**config.mk**
```make
export PLATFORM = sky130hd
export DESIGN_NAME = sm_colour_event_filter
export DESIGN_NICKNAME = d
export VERILOG_FILES = /design/src/rtl/sm_colour_pkg.sv /design/src/rtl/sm_event_fifo.sv /design/src/rtl/sm_colour_event_filter.sv
export SDC_FILE = /design/constraint.sdc
export NUM_CORES = 1
export LEC_CHECK = 0
export BUFFER_PORTS_ARGS = -buffer_cell sky130_fd_sc_hd__buf_2
export CELL_PAD_IN_SITES_DETAIL_PLACEMENT = 1
export CELL_PAD_IN_SITES_GLOBAL_PLACEMENT = 1
export CORE_MARGIN = 2
export CORE_UTILIZATION = 49
export DETAILED_ROUTE_END_ITERATION = 10
export GPL_TIMING_DRIVEN = 1
export PLACE_DENSITY_LB_ADDON = 0.1
export SETUP_SLACK_MARGIN = 0.1
export SLEW_MARGIN = 10
export SYNTH_ARGS = -nofsm -noshare
export SYNTH_HDL_FRONTEND = slang
export SYNTH_SLANG_ARGS = --single-unit
```
**constraint.sdc**
```tcl
create_clock -name clk -period 8.3 [get_ports clk]
set_input_delay 0.83 -clock clk [delete_from_list [all_inputs] [get_ports clk]]
set_output_delay 0.83 -clock clk [all_outputs]
set_load 0.005 [all_outputs]
```
**src/rtl/sm_colour_pkg.sv**
```systemverilog
// ============================================================================
// Module      : sm_colour_pkg
// Description : Colour event codes, filter FSM states and the flag decoder
//               shared by the colour event filter.
// Revision    : 1.0 - initial release
// ============================================================================
`default_nettype none

package sm_colour_pkg;

    localparam logic [1:0] COL_NONE  = 2'b00;
    localparam logic [1:0] COL_RED   = 2'b01;
    localparam logic [1:0] COL_BLUE  = 2'b10;
    localparam logic [1:0] COL_GREEN = 2'b11;

    typedef enum logic [0:0] {
        ST_ARMED    = 1'b0,
        ST_DISARMED = 1'b1
    } state_t;

    typedef struct packed {
        logic       valid;  // exactly one flag set
        logic       none;   // no flag set
        logic [1:0] code;
    } sample_t;

    // Two or more flags set decodes as neither valid nor none (INVALID).
    function automatic sample_t decode_colour(input logic [2:0] flags);
        sample_t result;
        result = '0;
        case (flags)
            3'b001:  begin result.valid = 1'b1; result.code = COL_RED;   end
            3'b010:  begin result.valid = 1'b1; result.code = COL_BLUE;  end
            3'b100:  begin result.valid = 1'b1; result.code = COL_GREEN; end
            3'b000:  result.none = 1'b1;
            default: result = '0;
        endcase
        return result;
    endfunction

endpackage

`default_nettype wire

```
**src/rtl/sm_event_fifo.sv**
```systemverilog
// ============================================================================
// Module      : sm_event_fifo
// Description : Small synchronous FIFO; a push into a full FIFO is accepted
//               only when a pop happens in the same cycle.
// Revision    : 1.0 - initial release
// ============================================================================
`default_nettype none

module sm_event_fifo #(
    parameter int WIDTH = 2,
    parameter int DEPTH = 4
) (
    input  logic                     clk,
    input  logic                     rst,
    input  logic                     push,
    input  logic [WIDTH-1:0]         push_data,
    input  logic                     pop,
    output logic [WIDTH-1:0]         rd_data,
    output logic                     full,
    output logic                     empty,
    output logic [$clog2(DEPTH):0]   level
);

    localparam int AW = $clog2(DEPTH);
    localparam logic [AW:0] c_FULL_LEVEL = (AW+1)'(DEPTH);

    logic [WIDTH-1:0] r_mem [DEPTH];
    logic [AW-1:0]    r_wr_ptr;
    logic [AW-1:0]    r_rd_ptr;
    logic [AW:0]      r_level;
    logic             w_do_pop;
    logic             w_do_push;

    assign full      = (r_level == c_FULL_LEVEL);
    assign empty     = (r_level == '0);
    assign level     = r_level;
    assign rd_data   = r_mem[r_rd_ptr];
    assign w_do_pop  = pop & ~empty;
    assign w_do_push = push & (~full | w_do_pop);

    always_ff @(posedge clk) begin
        if (w_do_push) begin
            r_mem[r_wr_ptr] <= push_data;
        end
    end

    // Power-of-two depth lets the pointers wrap naturally.
    always_ff @(posedge clk) begin
        if (rst) begin
            r_wr_ptr <= '0;
            r_rd_ptr <= '0;
            r_level  <= '0;
        end else begin
            if (w_do_push) r_wr_ptr <= r_wr_ptr + 1'b1;
            if (w_do_pop)  r_rd_ptr <= r_rd_ptr + 1'b1;
            if (w_do_push && !w_do_pop)      r_level <= r_level + 1'b1;
            else if (w_do_pop && !w_do_push) r_level <= r_level - 1'b1;
        end
    end

endmodule

`default_nettype wire

```
**src/rtl/sm_colour_event_filter.sv**
```systemverilog
// ============================================================================
// Module      : sm_colour_event_filter
// Description : Samples colour flags, debounces them and queues one event per
//               confirmed colour; the colour must vanish before re-arming.
// Revision    : 1.0 - initial release
// ============================================================================
`default_nettype none

module sm_colour_event_filter
    import sm_colour_pkg::*;
#(
    parameter int SAMPLE_DIV = 1000,
    parameter int STABLE_CNT = 3,
    parameter int REARM_CNT  = 3,
    parameter int FIFO_DEPTH = 4
) (
    input  logic                          clk,
    input  logic                          rst,
    input  logic [2:0]                    color_in,
    output logic                          out_valid,
    output logic [1:0]                    out_colour,
    input  logic                          out_ready,
    output logic [$clog2(FIFO_DEPTH):0]   fifo_level,
    output logic                          overflow,
    output logic [7:0]                    event_total
);

    localparam int DIV_W   = $clog2(SAMPLE_DIV + 1);
    localparam int RUN_W   = $clog2(STABLE_CNT + 1);
    localparam int REARM_W = $clog2(REARM_CNT + 1);

    localparam logic [DIV_W-1:0]   c_DIV_LAST   = DIV_W'(SAMPLE_DIV - 1);
    localparam logic [RUN_W-1:0]   c_RUN_DONE   = RUN_W'(STABLE_CNT);
    localparam logic [REARM_W-1:0] c_REARM_DONE = REARM_W'(REARM_CNT);

    logic [DIV_W-1:0]   r_div;
    state_t             r_state, w_state_nxt;
    logic [RUN_W-1:0]   r_run, w_run_nxt;
    logic [1:0]         r_last, w_last_nxt;
    logic [REARM_W-1:0] r_rearm, w_rearm_nxt;
    logic               r_overflow;
    logic [7:0]         r_event_total;

    logic               w_tick;
    sample_t            w_sample;
    logic               w_push;
    logic               w_pop;
    logic               w_full;
    logic               w_empty;
    logic [1:0]         w_head;

    assign w_tick   = (r_div == c_DIV_LAST);
    assign w_sample = decode_colour(color_in);

    always_ff @(posedge clk) begin
        if (rst) begin
            r_div         <= '0;
            r_state       <= ST_ARMED;
            r_run         <= '0;
            r_last        <= COL_NONE;
            r_rearm       <= '0;
            r_overflow    <= 1'b0;
            r_event_total <= '0;
        end else begin
            r_div   <= w_tick ? '0 : r_div + 1'b1;
            r_state <= w_state_nxt;
            r_run   <= w_run_nxt;
            r_last  <= w_last_nxt;
            r_rearm <= w_rearm_nxt;
            // A push into a full FIFO survives only if the head leaves this cycle.
            if (w_push && (!w_full || w_pop)) begin
                r_event_total <= r_event_total + 1'b1;
            end else if (w_push) begin
                r_overflow <= 1'b1;
            end
        end
    end

    always_comb begin
        w_state_nxt = r_state;
        w_run_nxt   = r_run;
        w_last_nxt  = r_last;
        w_rearm_nxt = r_rearm;
        w_push      = 1'b0;
        if (w_tick) begin
            case (r_state)
                ST_ARMED: begin
                    if (w_sample.valid) begin
                        if (w_sample.code == r_last && r_run != '0) begin
                            w_run_nxt = r_run + 1'b1;
                        end else begin
                            w_run_nxt  = RUN_W'(1);
                            w_last_nxt = w_sample.code;
                        end
                        if (w_run_nxt == c_RUN_DONE) begin
                            w_push      = 1'b1;
                            w_state_nxt = ST_DISARMED;
                            w_rearm_nxt = '0;
                        end
                    end else begin
                        w_run_nxt  = '0;
                        w_last_nxt = COL_NONE;
                    end
                end
                ST_DISARMED: begin
                    if (w_sample.none) begin
                        w_rearm_nxt = r_rearm + 1'b1;
                        if (w_rearm_nxt == c_REARM_DONE) begin
                            w_state_nxt = ST_ARMED;
                            w_run_nxt   = '0;
                            w_last_nxt  = COL_NONE;
                            w_rearm_nxt = '0;
                        end
                    end else begin
                        w_rearm_nxt = '0;
                    end
                end
                default: w_state_nxt = ST_ARMED;
            endcase
        end
    end

    assign w_pop = out_valid & out_ready;

    sm_event_fifo #(
        .WIDTH (2),
        .DEPTH (FIFO_DEPTH)
    ) u_fifo (
        .clk       (clk),
        .rst       (rst),
        .push      (w_push),
        .push_data (w_last_nxt),
        .pop       (w_pop),
        .rd_data   (w_head),
        .full      (w_full),
        .empty     (w_empty),
        .level     (fifo_level)
    );

    assign out_valid   = ~w_empty;
    assign out_colour  = out_valid ? w_head : COL_NONE;
    assign overflow    = r_overflow;
    assign event_total = r_event_total;

endmodule

`default_nettype wire

```
### After elaboration in Yosys (flattened, before gate mapping)

Memory sizes are Yosys's and may differ from the RTL's. A register that Yosys moved wholly into a read port is not among the register bits.
Cells that the tools add are included.

| word-level totals | value |
|---|---|
| bits of input ports | 6 |
| memories | 1 |
| word-level logic and storage cells | 92 |
| RAM bits | 8 |
| flip-flop bits (word level) | 33 |
| output and inout bits | 15 |

| operators by class | value |
|---|---|
| equal/unequal tests | 12 |
| multiplexer cells | 36 |
| reductions and logical operators | 17 |
| add/sub/neg operators | 8 |
| bitwise gates (word level) | 8 |

Memory list:

| name | depth | bits a word | read ports | clocked after Yosys merged registers in | write ports | RTL line | source |
|---|---|---|---|---|---|---|---|
| u_fifo.r_mem | 4 | 2 | 1 | 1 | 1 | sm_event_fifo.sv:27 | `logic [WIDTH-1:0] r_mem [DEPTH];` |

Operators with widths:

| cell | count |
|---|---|
| 2-bit 2-to-1 mux | 19 |
| 2-bit one-hot mux with 2 select lines | 3 |
| 10-bit by 1-bit adder with 10-bit output, second input constant | 1 |
| 10-bit == test, second input constant | 1 |
| 1-bit 2-to-1 mux | 10 |
| 2-bit by 1-bit adder with 2-bit output, second input constant | 4 |
| 8-bit by 1-bit adder with 8-bit output, second input constant | 1 |
| 3-bit == test, second input constant | 2 |
| 3-bit zero test | 2 |
| 3-bit 2-to-1 mux | 2 |
| 2-bit one-hot mux with 3 select lines | 1 |
| 3-bit AND reduction | 2 |
| 2-bit == test, second input constant | 2 |
| 1-bit logical AND | 4 |
| 2-bit by 1-bit != test with 1-bit output, second input constant | 2 |
| 2-bit != test, second input constant | 2 |
| 1-bit inverter | 4 |
| 2-bit nonzero test | 2 |
| 3-bit by 1-bit adder with 3-bit output, second input constant | 1 |
| 1-bit bitwise AND | 3 |
| 3-bit by 1-bit == test with 1-bit output, second input constant | 1 |
| 3-bit by 2-bit == test with 1-bit output, second input constant | 1 |
| 1-bit zero test | 3 |
| 3-bit OR reduction | 1 |
| other kinds (7) | 7 |

### Depth between registers and ports, before layout

| depth | value |
|---|---|
| depth in word-level cells | 18 |
| gate-level depth with buffers | 13 |
| gate-level depth less buffers | 12 |

### Modules after synthesis

Synthesis repeated with hierarchy kept, for this count alone.

| second synthesis, totals | value |
|---|---|
| cells, all modules | 227 |
| area, all modules | 2240.9 um^2 |

By module, submodules not included:

| module | times used | cells each | seq. area each (um^2) | area each (um^2) |
|---|---|---|---|---|
| sm_colour_event_filter | 1 | 169 | 520.5 | 1472.7 |
| sm_event_fifo | 1 | 58 | 420.4 | 768.2 |

### Worst setup path before layout

Ideal clock, no wire load.

| timing | value |
|---|---|
| kind | input port to flip-flop |
| start | input color_in[1] |
| end | register u_fifo.r_level[2], in the netlist u_fifo.level[2] |
| library setup time | 0.070 ns |
| required time | 8.230 ns |
| stages | 12 |
| slack | 5.267 ns |
| path buffers | 2 |
| arrival | 2.963 ns |
| path through | buf_6 -> nor4_2 -> nor3_1 -> o22a_1 -> buf_6 -> nor2_1 -> ha_1 -> inv_1 -> fa_1 -> xor2_1 -> or3_1 -> a21oi_1 |

| on the way | value |
|---|---|
| word-level cells in the longest chain between the ends | 17 |
| elaborated cells between the ends (all ways) | 23 |
| classes of those cells | eq/ne: 5; mux: 11; bitwise: 1; reduce/logical: 6 |

Ends and longest elaborated chain:

| item | RTL line | source |
|---|---|---|
| start: declaration | sm_colour_event_filter.sv:19 | `input logic [2:0] color_in,` |
| 3-bit == test (tied with other cells) | sm_colour_pkg.sv:31 | `case (flags)` |
| 2-bit one-hot mux with 3 select lines | sm_colour_pkg.sv:31 |  |
| 2-bit == test | sm_colour_event_filter.sv:89 | `if (w_sample.code == r_last && r_run != '0) begin` |
| 1-bit logical AND | sm_colour_event_filter.sv:89 |  |
| 2-bit 2-to-1 mux | sm_colour_event_filter.sv:89 |  |
| 2-bit 2-to-1 mux | sm_colour_event_filter.sv:88 | `if (w_sample.valid) begin` |
| 2-bit 2-to-1 mux | sm_colour_event_filter.sv:86 | `case (r_state)` |
| 2-bit 2-to-1 mux | sm_colour_event_filter.sv:85 | `if (w_tick) begin` |
| [... 2 more ...] | -- |  |
| 1-bit 2-to-1 mux (*) | sm_colour_event_filter.sv:88 |  |
| 1-bit 2-to-1 mux (*) | sm_colour_event_filter.sv:86 |  |
| 1-bit 2-to-1 mux (*) | sm_colour_event_filter.sv:85 |  |
| 1-bit bitwise AND (*) | sm_event_fifo.sv:39 | `assign w_do_push = push & (~full \| w_do_pop);` |
| named net u_fifo.w_do_push | sm_event_fifo.sv:32 | `logic w_do_push;` |
| 1-bit zero test | sm_event_fifo.sv:57 | `else if (w_do_pop && !w_do_push) r_level <= r_level - 1'b1;` |
| 1-bit logical AND | sm_event_fifo.sv:57 |  |
| 2-bit nonzero test (no line) | -- |  |
| end signal: assignment | sm_event_fifo.sv:56 | `if (w_do_push && !w_do_pop) r_level <= r_level + 1'b1;` |
| end signal: assignment | sm_event_fifo.sv:57 |  |
| end: declaration | sm_event_fifo.sv:30 | `logic [AW:0] r_level;` |

The timed path passes the listed nets; every way through them passes the cells marked *. The select of a mux whose other input is x is not followed.
A chain may end at the register's enable or synchronous reset.

### Final worst setup path

| timing | value |
|---|---|
| start | register r_run[0] |
| end | register u_fifo.r_level[2], in the netlist u_fifo.level[2] |

| on the way | value |
|---|---|
| word-level cells in the longest chain between the ends | 15 |
| elaborated cells between the ends (all ways) | 18 |
| classes of those cells | add/sub: 1; eq/ne: 1; mux: 9; bitwise: 1; reduce/logical: 6 |

Ends and longest elaborated chain:

| item | RTL line | source |
|---|---|---|
| start: declaration | sm_colour_event_filter.sv:38 | `logic [RUN_W-1:0] r_run, w_run_nxt;` |
| start signal: assignment | sm_colour_event_filter.sv:67 | `r_run <= w_run_nxt;` |
| parallel branches: the longest is 2 deep, another holds 2-bit by 1-bit adder with 2-bit output | -- |  |
| 2-bit 2-to-1 mux (*) | sm_colour_event_filter.sv:89 |  |
| 2-bit 2-to-1 mux (*) | sm_colour_event_filter.sv:88 |  |
| 2-bit 2-to-1 mux (*) | sm_colour_event_filter.sv:86 |  |
| 2-bit 2-to-1 mux (*) | sm_colour_event_filter.sv:85 |  |
| 2-bit == test (*) | sm_colour_event_filter.sv:95 | `if (w_run_nxt == c_RUN_DONE) begin` |
| 1-bit 2-to-1 mux (*) | sm_colour_event_filter.sv:95 |  |
| 1-bit 2-to-1 mux (*) | sm_colour_event_filter.sv:88 |  |
| 1-bit 2-to-1 mux (*) | sm_colour_event_filter.sv:86 |  |
| 1-bit 2-to-1 mux (*) | sm_colour_event_filter.sv:85 |  |
| 1-bit bitwise AND (*) | sm_event_fifo.sv:39 |  |
| named net u_fifo.w_do_push | sm_event_fifo.sv:32 |  |
| 1-bit zero test | sm_event_fifo.sv:57 |  |
| 1-bit logical AND | sm_event_fifo.sv:57 |  |
| 2-bit nonzero test (no line) | -- |  |

Mark *: on every way through the listed nets, which the timed path passes. The select of a mux whose other input is x is not followed.

==> results.md <==
- The leakage power is about 0.86 nW.
- The fraction of final layout cells sized beyond drive strength 1 is 17.5%.
- In this run the deepest clock path goes through 2 buffers.
- The kind of critical path is reg -> reg.
- The total number of vias is ~1700.
- The placeable core area is around 0.0044 mm2.
- After global routing the overflow that remains totals 0.
- In the global route stage, overall resource usage came out at about 20%.
- Once the floorplan was initialized, standard cells occupied 51.2% of the core.
- The count of warnings emitted by yosys is 0.
- Walking the worst path, the cells encountered are inv_1 -> ha_1 -> or2b_2 -> nor2_1 -> nand4bb_1 -> nor2_1 -> ha_1 -> inv_1 -> fa_1 -> xor2_1 -> or3_1 -> a21oi_1.
- Dividing the final minimum period by the clock period gives between 30 and 40%.
- The total internal power is 0.000277 W.
- The time the worst path needs with I/O delays and setup is roughly 3.3 ns.
- Counting instances, the worst hold path has a depth of 1.
- Across all hold checks on the routed design, the worst slack comes to 0.471 ns.
- The first-pass GRT wire length is slightly above 8000 um.
- The count of final setup violators is 0.
- The quantity of I/O buffers inserted on ports is 20.
- The endpoint with the worst hold slack is r_div[0].
- The critical hold path startpoint is r_div[0].
- Compared with the post-synthesis result, the final layout area differs by 5.63%.
- Summing the areas of all fa, ha and maj instances in the mapped netlist gives ~5.8% of the synthesized area.
- The pin count of the biggest net entering global routing is 31.
- The part of the power in registers is between 60% and 70%.
- Headroom to the max-slew limit came out at between 30% and 40%.
- Before CTS, the worst setup slack after placement is about 4.8 ns.
- The worst hold path belongs to the class reg -> reg.
- Across the run, the number of max-cap violations was 0.
- The largest family of logic cells by synthesized area is simple AND/OR/NAND/NOR gates.
- At the pin with the least slew margin, the transition time is about 0.93 ns.
- The routed wire length per instance is ~16 um.
- Counting the fill cells in the layout gives between 500 and 600.
- For this run, the leading register cell type out of synthesis is dfxtp_1.
- The flow ran to the end, and the final reports show no timing, DRC or antenna violations.
- For the worst setup path, the data required time is roughly 8.5 ns.
- Measured on the finished design, the core utilization comes to ~54%.
- Measured along the x axis, the die boundary spans between 70 and 80 um.
- For this design, the slowest cell found on the critical path is dfxtp_1.
- The worst path meets setup with about 5.0 ns of slack.
- The number of nets in the finished design is approximately 250.
- The clock drives 43 sinks.
- The area of the die is ~0.0051 mm2.
- Summed over all instances, the cell type with the most area after synthesis is dfxtp_1.
- Before antenna repair, the detailed router went through 4 iterations.
- The register bit count reported by yosys is 43.
- The repair_antennas step left the layout with diodes totalling 0.
- The share of synthesized area in the top cell type comes to between 30 and 40%.
- The total count of max-transition violations in the final report is 0.
- The count of pins on the block boundary is 21.
- The area share of and/or/nand/nor cells after synthesis is 25.1%.
- The worst reg2reg path endpoint is u_fifo.level[2].
- For this run, the slowest stage of the critical path takes between 0.4 and 0.5 ns.
- The number of antenna violations at the first check in global routing is 0.
- The arrival time at the worst endpoint is 3.52 ns.
- The fraction of the mapped netlist area in compound gates is roughly 12%.
- After clock tree synthesis, the flow added hold-fix buffers numbering 0.
- The number of global-route vias before repair came to 1752.
- Setup repair after global routing left no endpoint under its margin.
- The sum of routed wire length over all layers is ~4700 um.
- The power dissipated by switching net loads is ~0.00008 W.
- The routability congestion estimate from global placement is around 0.84.
- The final setup skew is 0.00486 ns.
- The first routing iteration left 102 violations.
- The worst register-to-register path begins at r_run[0].
- The root buffer cell is clkbuf_8.
- The critical path contains buffers and inverters numbering 2 combined.
- Setup total negative slack on the finished layout was measured at 0 ns.
- Detailed placement ended at an HPWL of approximately 3600 um.
- The cell count after synthesis is about 230.
- The H-tree depth is 2.
- After detailed routing, the number of remaining DRC violations is 0.
- Combinational logic is responsible for between 5 and 6% of the overall power.
- In this run, distinct cell masters in the synthesized netlist total 53.
- The register-to-register setup slack is about 5.0 ns.
- The peak supply drop is a little over 100 uV.
- Gates resized during post-CTS repair numbered 0.
- Of all flip-flops after synthesis, the portion carrying an async set or reset was 0%.
- The post-route antenna net violation count is 0.
- The number of nets handed over by synthesis was 240.
- The floorplan step set the die height to 71.7 um.
- The depth of the worst register-to-register path is 12.
- The xor and xnor area share after synthesis is approximately 5%.
- TritonCTS created 5 clock buffers.
- By area the synthesized netlist is led by dfxtp_1, edfxtp_1, ha_1.
- The share of total power in the clock network is 34.5%.
- The number of synthesized flops with an enable pin is 8.
- The top cell family by delay on the critical path is simple AND/OR/NAND/NOR gates.
- The final hold violation count is 0.
- The clock latency of the later-clocked register in the worst-skew pair is 0.29 ns.
- The total number of placement rows is 24.
- STA classifies the critical path endpoint as a flop.
- The register area share after synthesis is between 40% and 50%.
- TritonCTS built the clock tree.
- The fmax is 302 MHz.
- The post-CTS clock slew at the launch and capture registers of the worst setup and hold paths is around 0.080 ns.
- In this run the cell area of the synthesized design comes to around 0.0022 mm2.
- The kind of start point of the critical path is a flop.
- In this run the worst path has a maximum fanout of 11.
- Once the clock tree was built, the setup fixing pass inserted 0 buffers.
- The total power divided by cell area is roughly 150 mW/mm2.
- The mux share of post-synthesis cell area is under 10%.
- In this run switching power makes up 22.4% of total power.
- After detailed routing, the number of vias per cell comes to between 5 and 6.
- The post-synthesis area per instance is roughly 10 um2.
- The start point of the critical path is r_run[0].
worst register-to-register path, delay by kind of cell (launching register included):
kind	cells	cell delay (ns)
simple gates	5	1.43
fa+ha+maj	3	0.89
flops	1	0.45
xor+xnor	1	0.16
compound gates	1	0.16
buf+inv	2	0.15
Yosys cell counts (all sizes together), types with 2 or more instances:
| cell type | count |
|---|---|
| a21o | 2 |
| a21oi | 19 |
| and2 | 7 |
| and3 | 2 |
| and4bb | 2 |
| buf | 7 |
| clkbuf | 6 |
| dfxtp | 35 |
| edfxtp | 8 |
| ha | 8 |
| inv | 12 |
| mux4 | 2 |
| nand2 | 7 |
| nand3 | 10 |
| nand4 | 5 |
| nand4bb | 2 |
| nor2 | 19 |
| nor2b | 2 |
| nor3 | 6 |
| nor4 | 6 |
| o21ai | 8 |
| o22ai | 2 |
| o31ai | 7 |
| or2b | 2 |
| or3 | 4 |
| or4 | 6 |
| xnor2 | 3 |
| xor2 | 9 |
worst max-delay path by stage:
stage	to	slack [ns]	cells past startpoint
4_1_cts	u_fifo.level[2]	4.96	12
3_5_place_dp	u_fifo.level[2]	4.78	11
6_report	u_fifo.level[2]	4.99	12
2_1_floorplan	u_fifo.level[2]	5.27	12
3_3_place_gp	u_fifo.level[2]	4.95	11
5_1_grt	u_fifo.level[2]	4.68	12
per-stage QoR:
step | instance area (um2) | cells | total power [W]
6_report | 2370 | 292 | 0.000357
2_1_floorplan | 2240 | 225 | 0.000238
3_5_place_dp | 2290 | 284 | 0.000239
4_1_cts | 2370 | 292 | 0.000363
5_1_grt | 2370 | 292 | 0.000373
3_3_place_gp | 2290 | 284 | 0.000237
flip-flops by register name (all words and copies together) (netlist names), named ones only:
| name | cells |
|---|---|
| r_run | 2 |
| r_last | 2 |
| r_state | 1 |
| r_div | 10 |
| u_fifo.r_mem | 8 |
| r_rearm | 2 |
| event_total | 8 |
| u_fifo.r_wr_ptr | 2 |
| u_fifo.level | 3 |
| overflow | 1 |
| u_fifo.r_rd_ptr | 2 |
cell families (layout without fill, tap and decap cells):
group / count (synthesis) / after routing
and+or+nand+nor: 88 / 88
AOI/OAI and AO/OA: 44 / 44
adders and majority gates: 10 / 10
muxes: 3 / 3
DFF: 43 / 43
buffers and inverters: 25 / 40
xor gates and xnor gates: 12 / 12
layer usage:
layer | vias up | track usage, % | share of wire, %
met3 | 7 | 4.78 | 2.5
li1 | 839 | - | -
met4 | 0 | 6.29 | 1.2
met2 | 23 | 34.4 | 50
met5 | - | 0 | 0
met1 | 818 | 25.6 | 46
cells in the final DEF, fill, tap and decap left out, drive strengths merged, types with 8 or more instances in the layout:
| cell | n |
|---|---|
| dfxtp | 35 |
| buf | 20 |
| nor2 | 19 |
| a21oi | 19 |
| inv | 12 |
| nand3 | 10 |
| xor2 | 9 |
| o21ai | 8 |
| ha | 8 |
| edfxtp | 8 |
layout make-up:
class	instances	area, um2	share of cell area (%)
clock inverters	2	7.51	0.317
inverters	12	45.0	1.90
clock buffers	6	72.6	3.06
multi-input cells	157	1140	48.1
flip-flops and latches	43	941	39.7
well taps	52	65.1	2.74
repair buffers	20	100	4.22
power groups by stage:
stage	registers [W]	clock network [W]	logic, W
after detailed placement	0.000220	0	0.0000186
after floorplan	0.000220	0	0.0000186
final	0.000215	0.000123	0.0000186
after CTS	0.000215	0.000129	0.0000187
after global routing	0.000216	0.000136	0.0000207
after global placement	0.000220	0	0.0000170
No activity file was read; power rests on OpenSTA's default activity.
